--- config.mk ---
export PLATFORM = sky130hd
export DESIGN_NAME = branch_predictor
export DESIGN_NICKNAME = d
export VERILOG_FILES = /design/src/rtl/branch_predictor.sv
export SDC_FILE = /design/constraint.sdc
export NUM_CORES = 1
export LEC_CHECK = 0
export BUFFER_PORTS_ARGS = -buffer_cell sky130_fd_sc_hd__buf_2
export CAP_MARGIN = 20
export CORE_ASPECT_RATIO = 1.4
export CORE_MARGIN = 3
export CORE_UTILIZATION = 30
export CTS_CLUSTER_SIZE = 40
export DETAILED_ROUTE_END_ITERATION = 10
export PLACE_DENSITY = 0.52
export SYNTH_ARGS = -nofsm -noshare
export SYNTH_HDL_FRONTEND = slang
export SYNTH_SLANG_ARGS = --single-unit
--- constraint.sdc ---
create_clock -name clk -period 3.26 [get_ports clk]
set_clock_uncertainty 0.15 [all_clocks]
set_input_delay 0.489 -clock clk [delete_from_list [all_inputs] [get_ports clk]]
set_output_delay 0.489 -clock clk [all_outputs]
set_load 0.01 [all_outputs]
--- src/rtl/branch_predictor.sv ---
// ---------------------------------------------------------------------------
// branch_predictor
//   Dual-issue bimodal branch predictor: a table of 2^INDEX_BITS 2-bit
//   saturating counters, indexed by pc[INDEX_BITS+1:2].
//
//   Build option: define BP_STATS_EN to build the branch/mispredict counters.
//   Without it, the stat ports are tied to 0.
//
// Ports
//   clk, rst_n                   clock, asynchronous active-low reset
//   lk_valid1/2, lk_pc1/2        lookup requests (slot 1 / slot 2)
//   flush                        kills predictions not yet returned
//   pred_valid1/2, pred_taken1/2 registered lookup results (1-cycle latency)
//   upd_valid1/2, upd_pc1/2      resolved branches from execute
//   upd_taken1/2                 actual outcome
//   upd_pred1/2                  prediction originally issued
//   stat_branches, stat_mispred  statistics counters
// ---------------------------------------------------------------------------
module branch_predictor #(
    parameter int unsigned INDEX_BITS = 6,
    parameter logic [1:0]  INIT_STATE = 2'b01
) (
    input  logic        clk,
    input  logic        rst_n,
    input  logic        lk_valid1,
    input  logic        lk_valid2,
    input  logic [31:0] lk_pc1,
    input  logic [31:0] lk_pc2,
    input  logic        flush,
    output logic        pred_valid1,
    output logic        pred_valid2,
    output logic        pred_taken1,
    output logic        pred_taken2,
    input  logic        upd_valid1,
    input  logic        upd_valid2,
    input  logic [31:0] upd_pc1,
    input  logic [31:0] upd_pc2,
    input  logic        upd_taken1,
    input  logic        upd_taken2,
    input  logic        upd_pred1,
    input  logic        upd_pred2,
    output logic [31:0] stat_branches,
    output logic [31:0] stat_mispred
);

    localparam int unsigned ENTRIES = 1 << INDEX_BITS;

    logic [INDEX_BITS-1:0] lk_idx1, lk_idx2, upd_idx1, upd_idx2;

    assign lk_idx1  = lk_pc1[INDEX_BITS+1:2];
    assign lk_idx2  = lk_pc2[INDEX_BITS+1:2];
    assign upd_idx1 = upd_pc1[INDEX_BITS+1:2];
    assign upd_idx2 = upd_pc2[INDEX_BITS+1:2];

    // Bits outside the index field (and upd_pred when stats are off).
    logic unused_bits;
    assign unused_bits = ^{lk_pc1[31:INDEX_BITS+2], lk_pc1[1:0],
                           lk_pc2[31:INDEX_BITS+2], lk_pc2[1:0],
                           upd_pc1[31:INDEX_BITS+2], upd_pc1[1:0],
                           upd_pc2[31:INDEX_BITS+2], upd_pc2[1:0],
                           upd_pred1, upd_pred2};

    function automatic logic [1:0] sat_step(input logic [1:0] c, input logic taken);
        if (taken) return (c == 2'b11) ? c : c + 2'd1;
        else       return (c == 2'b00) ? c : c - 2'd1;
    endfunction

    // ------------------------------------------------------------------
    // Counter table
    // ------------------------------------------------------------------
    logic [1:0] tbl_q [ENTRIES];
    logic [1:0] tbl_d [ENTRIES];

    // Slot 2 is applied on top of slot 1's result, so two updates to the
    // same index move the counter by their net effect in one edge.
    always_comb begin
        tbl_d = tbl_q;
        if (upd_valid1) tbl_d[upd_idx1] = sat_step(tbl_d[upd_idx1], upd_taken1);
        if (upd_valid2) tbl_d[upd_idx2] = sat_step(tbl_d[upd_idx2], upd_taken2);
    end

    always_ff @(posedge clk or negedge rst_n) begin
        if (!rst_n) begin
            for (int i = 0; i < ENTRIES; i++) tbl_q[i] <= INIT_STATE;
        end else begin
            tbl_q <= tbl_d;
        end
    end

    // ------------------------------------------------------------------
    // Lookup: read the pre-update table (no bypass), one-cycle latency.
    // ------------------------------------------------------------------
    logic pred_valid1_q, pred_valid2_q, pred_taken1_q, pred_taken2_q;
    logic pred_valid1_d, pred_valid2_d, pred_taken1_d, pred_taken2_d;

    always_comb begin
        pred_valid1_d = lk_valid1 & ~flush;
        pred_valid2_d = lk_valid2 & ~flush;
        // Gate direction with valid so taken is never 1 on an idle cycle.
        pred_taken1_d = pred_valid1_d & tbl_q[lk_idx1][1];
        pred_taken2_d = pred_valid2_d & tbl_q[lk_idx2][1];
    end

    always_ff @(posedge clk or negedge rst_n) begin
        if (!rst_n) begin
            pred_valid1_q <= 1'b0;
            pred_valid2_q <= 1'b0;
            pred_taken1_q <= 1'b0;
            pred_taken2_q <= 1'b0;
        end else begin
            pred_valid1_q <= pred_valid1_d;
            pred_valid2_q <= pred_valid2_d;
            pred_taken1_q <= pred_taken1_d;
            pred_taken2_q <= pred_taken2_d;
        end
    end

    assign pred_valid1 = pred_valid1_q;
    assign pred_valid2 = pred_valid2_q;
    assign pred_taken1 = pred_taken1_q;
    assign pred_taken2 = pred_taken2_q;

    // ------------------------------------------------------------------
    // Statistics
    // ------------------------------------------------------------------
`ifdef BP_STATS_EN
    logic [31:0] stat_branches_q, stat_branches_d;
    logic [31:0] stat_mispred_q,  stat_mispred_d;

    always_comb begin
        stat_branches_d = stat_branches_q + 32'(upd_valid1) + 32'(upd_valid2);
        stat_mispred_d  = stat_mispred_q
                        + 32'(upd_valid1 & (upd_taken1 ^ upd_pred1))
                        + 32'(upd_valid2 & (upd_taken2 ^ upd_pred2));
    end

    always_ff @(posedge clk or negedge rst_n) begin
        if (!rst_n) begin
            stat_branches_q <= '0;
            stat_mispred_q  <= '0;
        end else begin
            stat_branches_q <= stat_branches_d;
            stat_mispred_q  <= stat_mispred_d;
        end
    end

    assign stat_branches = stat_branches_q;
    assign stat_mispred  = stat_mispred_q;
`else
    assign stat_branches = '0;
    assign stat_mispred  = '0;
`endif

endmodule

==> impl_metrics.json <==
{
  "die-height_um": 237,
  "die_width_um": 171,
  "cellPowerDensity_mw_per_mm2": 520,
  "synth.largest_area_cell": "dfrtp_1",
  "synth_seq_area_share": 0.297,
  "maxcap_viol_count": 0,
  "cp.required_ps": 3490,
  "final_layout_size_suffix_gt1_frac": 0.458,
  "timing.hold.worst.class": "input pin to register",
  "vdd.ir_drop.worst_mv": 0.468,
  "fin_ws_ps": -292,
  "critical_path_class": "input pin to register",
  "gr-usage-all-layers": 0.320,
  "globalRoute.totalOverflow": 0,
  "detail_route.wl_per_cell_um": 29.6,
  "tritoncts_clock_tree": "built",
  "r2r_setup_slack_ps": -230,
  "cp-start-kind": "input pin",
  "area_delta_synth_final_pct": 49.6,
  "flops_latches_synth": 132,
  "async_reset_ff_frac": 1.00,
  "ant_nets": 0,
  "cts_root_buffer": "clkbuf_16",
  "grt_pass1_vias": 13100,
  "drt_pass1_iterations": 6,
  "status": "finished with violations",
  "floorplan.rows": 83,
  "critical_path.reg2reg.startpoint": "tbl_q[70]",
  "report.final.hold_viol_count": 0,
  "clk_pin_slew_worst_paths_ps": 60,
  "synth_edf_count": 0,
  "period_share": 1.09,
  "replace_congestion": 1.00,
  "insertion_delay_ps": 460,
  "synth.top_cells.by_area": "dfrtp_1, dfstp_2, nand2_1",
  "rsz0062_at_grt": "yes",
  "final.min_clock_period_ps": 3550,
  "max_clock_freq_mhz": 282,
  "power_mw": 8.86,
  "cts.path.max_buffers": 2,
  "htree_levels": 4,
  "synth-main-ff-cell": "dfrtp_1",
  "synth_cell_count_leaders": "nand2_1, o21ai_0, buf_4, o21ai_1, dfrtp_1",
  "failed_checks": "setup timing",
  "ys_types": 77,
  "final-instance-count-excl-fill": 2238,
  "synth_area_mm2": 0.0114,
  "vias_per_cell": 6.08,
  "min_from": "flush",
  "syn_inst": 1378,
  "first_iter_violations": 1431,
  "initial_core_util": 0.307,
  "ys.warnings.count": 0,
  "drcViolationCount": 0,
  "worstRegToRegCells": 12,
  "library_cell_with_the_highest_instance_count_after_synthesis": "nand2_1",
  "worst_setup_path_end_kind": "register",
  "vias": 13600,
  "numClockSinks": 132,
  "worst-endpoint-arrival_ps": 3780,
  "drv_slew": 0,
  "slew_headroom": 0.576,
  "syn_avg_cell_area_um2": 8.27,
  "worstHoldPathCells": 2,
  "regToRegEndpoint": "tbl_q[31]",
  "worst-path-max-fanout": 11,
  "routed_wl_mm": 66.3,
  "number_of_antenna_violations_at_the_first_check_in_global_routing": 2,
  "place_inst": 2157,
  "cts-buffers-inserted": 17,
  "wire_length_of_the_first_global_routing_pass_mm": 93.0,
  "core_region_area_mm2": 0.0371,
  "design.final.nets": 1897,
  "timing_worst_slew_pin_value_ps": 631,
  "design.die.area_mm2": 0.0404,
  "timing.hold.ws_ps": 60.2,
  "grt_max_degree": 65,
  "report.final.setup_viol": 128,
  "placement.io_buffers": 36,
  "design.portCount": 207,
  "detailed_place_hpwl_mm": 47.5,
  "worstHoldEndpoint": "pred_valid1",
  "leakage_power_total_nw": 7.10,
  "netlist.area_leader.share": 0.149
}
## metal layers
metal | global-route usage | up-vias | share of wire
met4 | 0.216 | 2 | 0.090
met5 | 0 | - | 0.00018
met3 | 0.0549 | 290 | 0.077
met1 | 0.388 | 6712 | 0.37
met2 | 0.516 | 831 | 0.46
li1 | - | 5765 | -
## stage by stage
step | worst slack, ps | setup TNS, ps | utilization | instance area (um^2)
after floorplan | -37.9 | -1590 | - | 11700
after global placement | -1170 | -139370 | 0.396 | 14700
after detailed placement | -1170 | -140900 | 0.396 | 14700
after CTS | -201 | -19060 | 0.441 | 16300
after global routing | -336 | -29850 | 0.460 | 17000
final | -292 | -26080 | 0.460 | 17000
## sequential cells by signal, summed over array words and instances (netlist names)
signal	cells
pred_taken1	1
pred_valid1	1
tbl_q	128
pred_valid2	1
pred_taken2	1
## worst max-delay path: stages
cell and delay (ps):
buf_2 270, or3b_4 490, o211a_1 290, a2111oi_4 400, a31oi_4 190, nor4_4 200, and4b_1 240, o21ai_2 70
or2_1 220, maj3_4 390, buf_12 180, buf_12 150, mux2i_2 170
## placed cells by master (no fill, tap or decap), types with 7 or more instances in the layout
cell type	synthesis	final
a21oi_1	54	46
a22oi_1	24	16
a22oi_2	0	8
a31oi_1	24	15
a31oi_2	0	7
a32oi_1	28	22
and2_1	12	11
and3_1	10	9
and3b_1	11	11
buf_12	0	40
buf_2	25	29
buf_4	74	365
buf_6	8	15
clkbuf_16	0	22
conb_1	1	64
dfrtp_1	68	68
dfstp_2	64	64
inv_1	7	7
mux2_2	10	11
mux2i_1	53	50
mux4_2	48	48
nand2_1	308	302
nand3_1	27	24
nand3b_1	8	8
nand4_1	9	9
nor2_1	63	62
nor3b_1	11	9
o211ai_1	37	37
o21ai_0	140	102
o21ai_1	70	23
o21ai_2	0	81
## where the power goes
group	leakage (nW)	total [mW]	switching (mW)	internal (mW)
registers	1.57	2.68	0.440	2.24
logic	5.23	4.02	2.15	1.87
clock network	0.298	2.16	0.828	1.33
## worst max-delay path by stage
stage / startpoint / endpoint / slack, ps / cells after the start
after floorplan: upd_pc1[3] / tbl_q[123] / -40 / 13
after global placement: upd_pc1[3] / tbl_q[70] / -1170 / 15
after detailed placement: upd_pc1[3] / tbl_q[27] / -1170 / 13
after CTS: upd_pc1[3] / tbl_q[103] / -200 / 15
after global routing: upd_pc1[3] / tbl_q[116] / -340 / 17
final: upd_pc1[6] / tbl_q[116] / -290 / 13
## cell families after synthesis
logic type / count (synthesis) / share of synthesized area
AND/OR/NAND/NOR: 512 / 0.213
AO/OA/AOI/OAI: 439 / 0.241
buffers and inverters: 176 / 0.0904
flip-flops: 132 / 0.297
multiplexers: 113 / 0.154
adder cells (fa/ha/maj): 5 / 0.00472
other: 1 / 0.000329
## repair_timing
item,4_1_cts,5_1_grt
resized for setup,128,135
setup endpoints to repair,128,128
hold endpoints to repair,20,0
pin swaps,33,38
setup buffers,32,10
hold buffers,1,0
gates cloned,8,5
## layout make-up
type,count,area (um^2)
Sequential cell,132,3380
Fill cell,3627,20000
Tap cell,467,584
Timing Repair Buffer,467,4210
Inverter,7,26.3
Multi-Input combinational cell,1133,8210
Clock inverter,9,153
Antenna cell,1,2.50
Clock buffer,22,474
No activity file was read; power rests on OpenSTA's default activity.
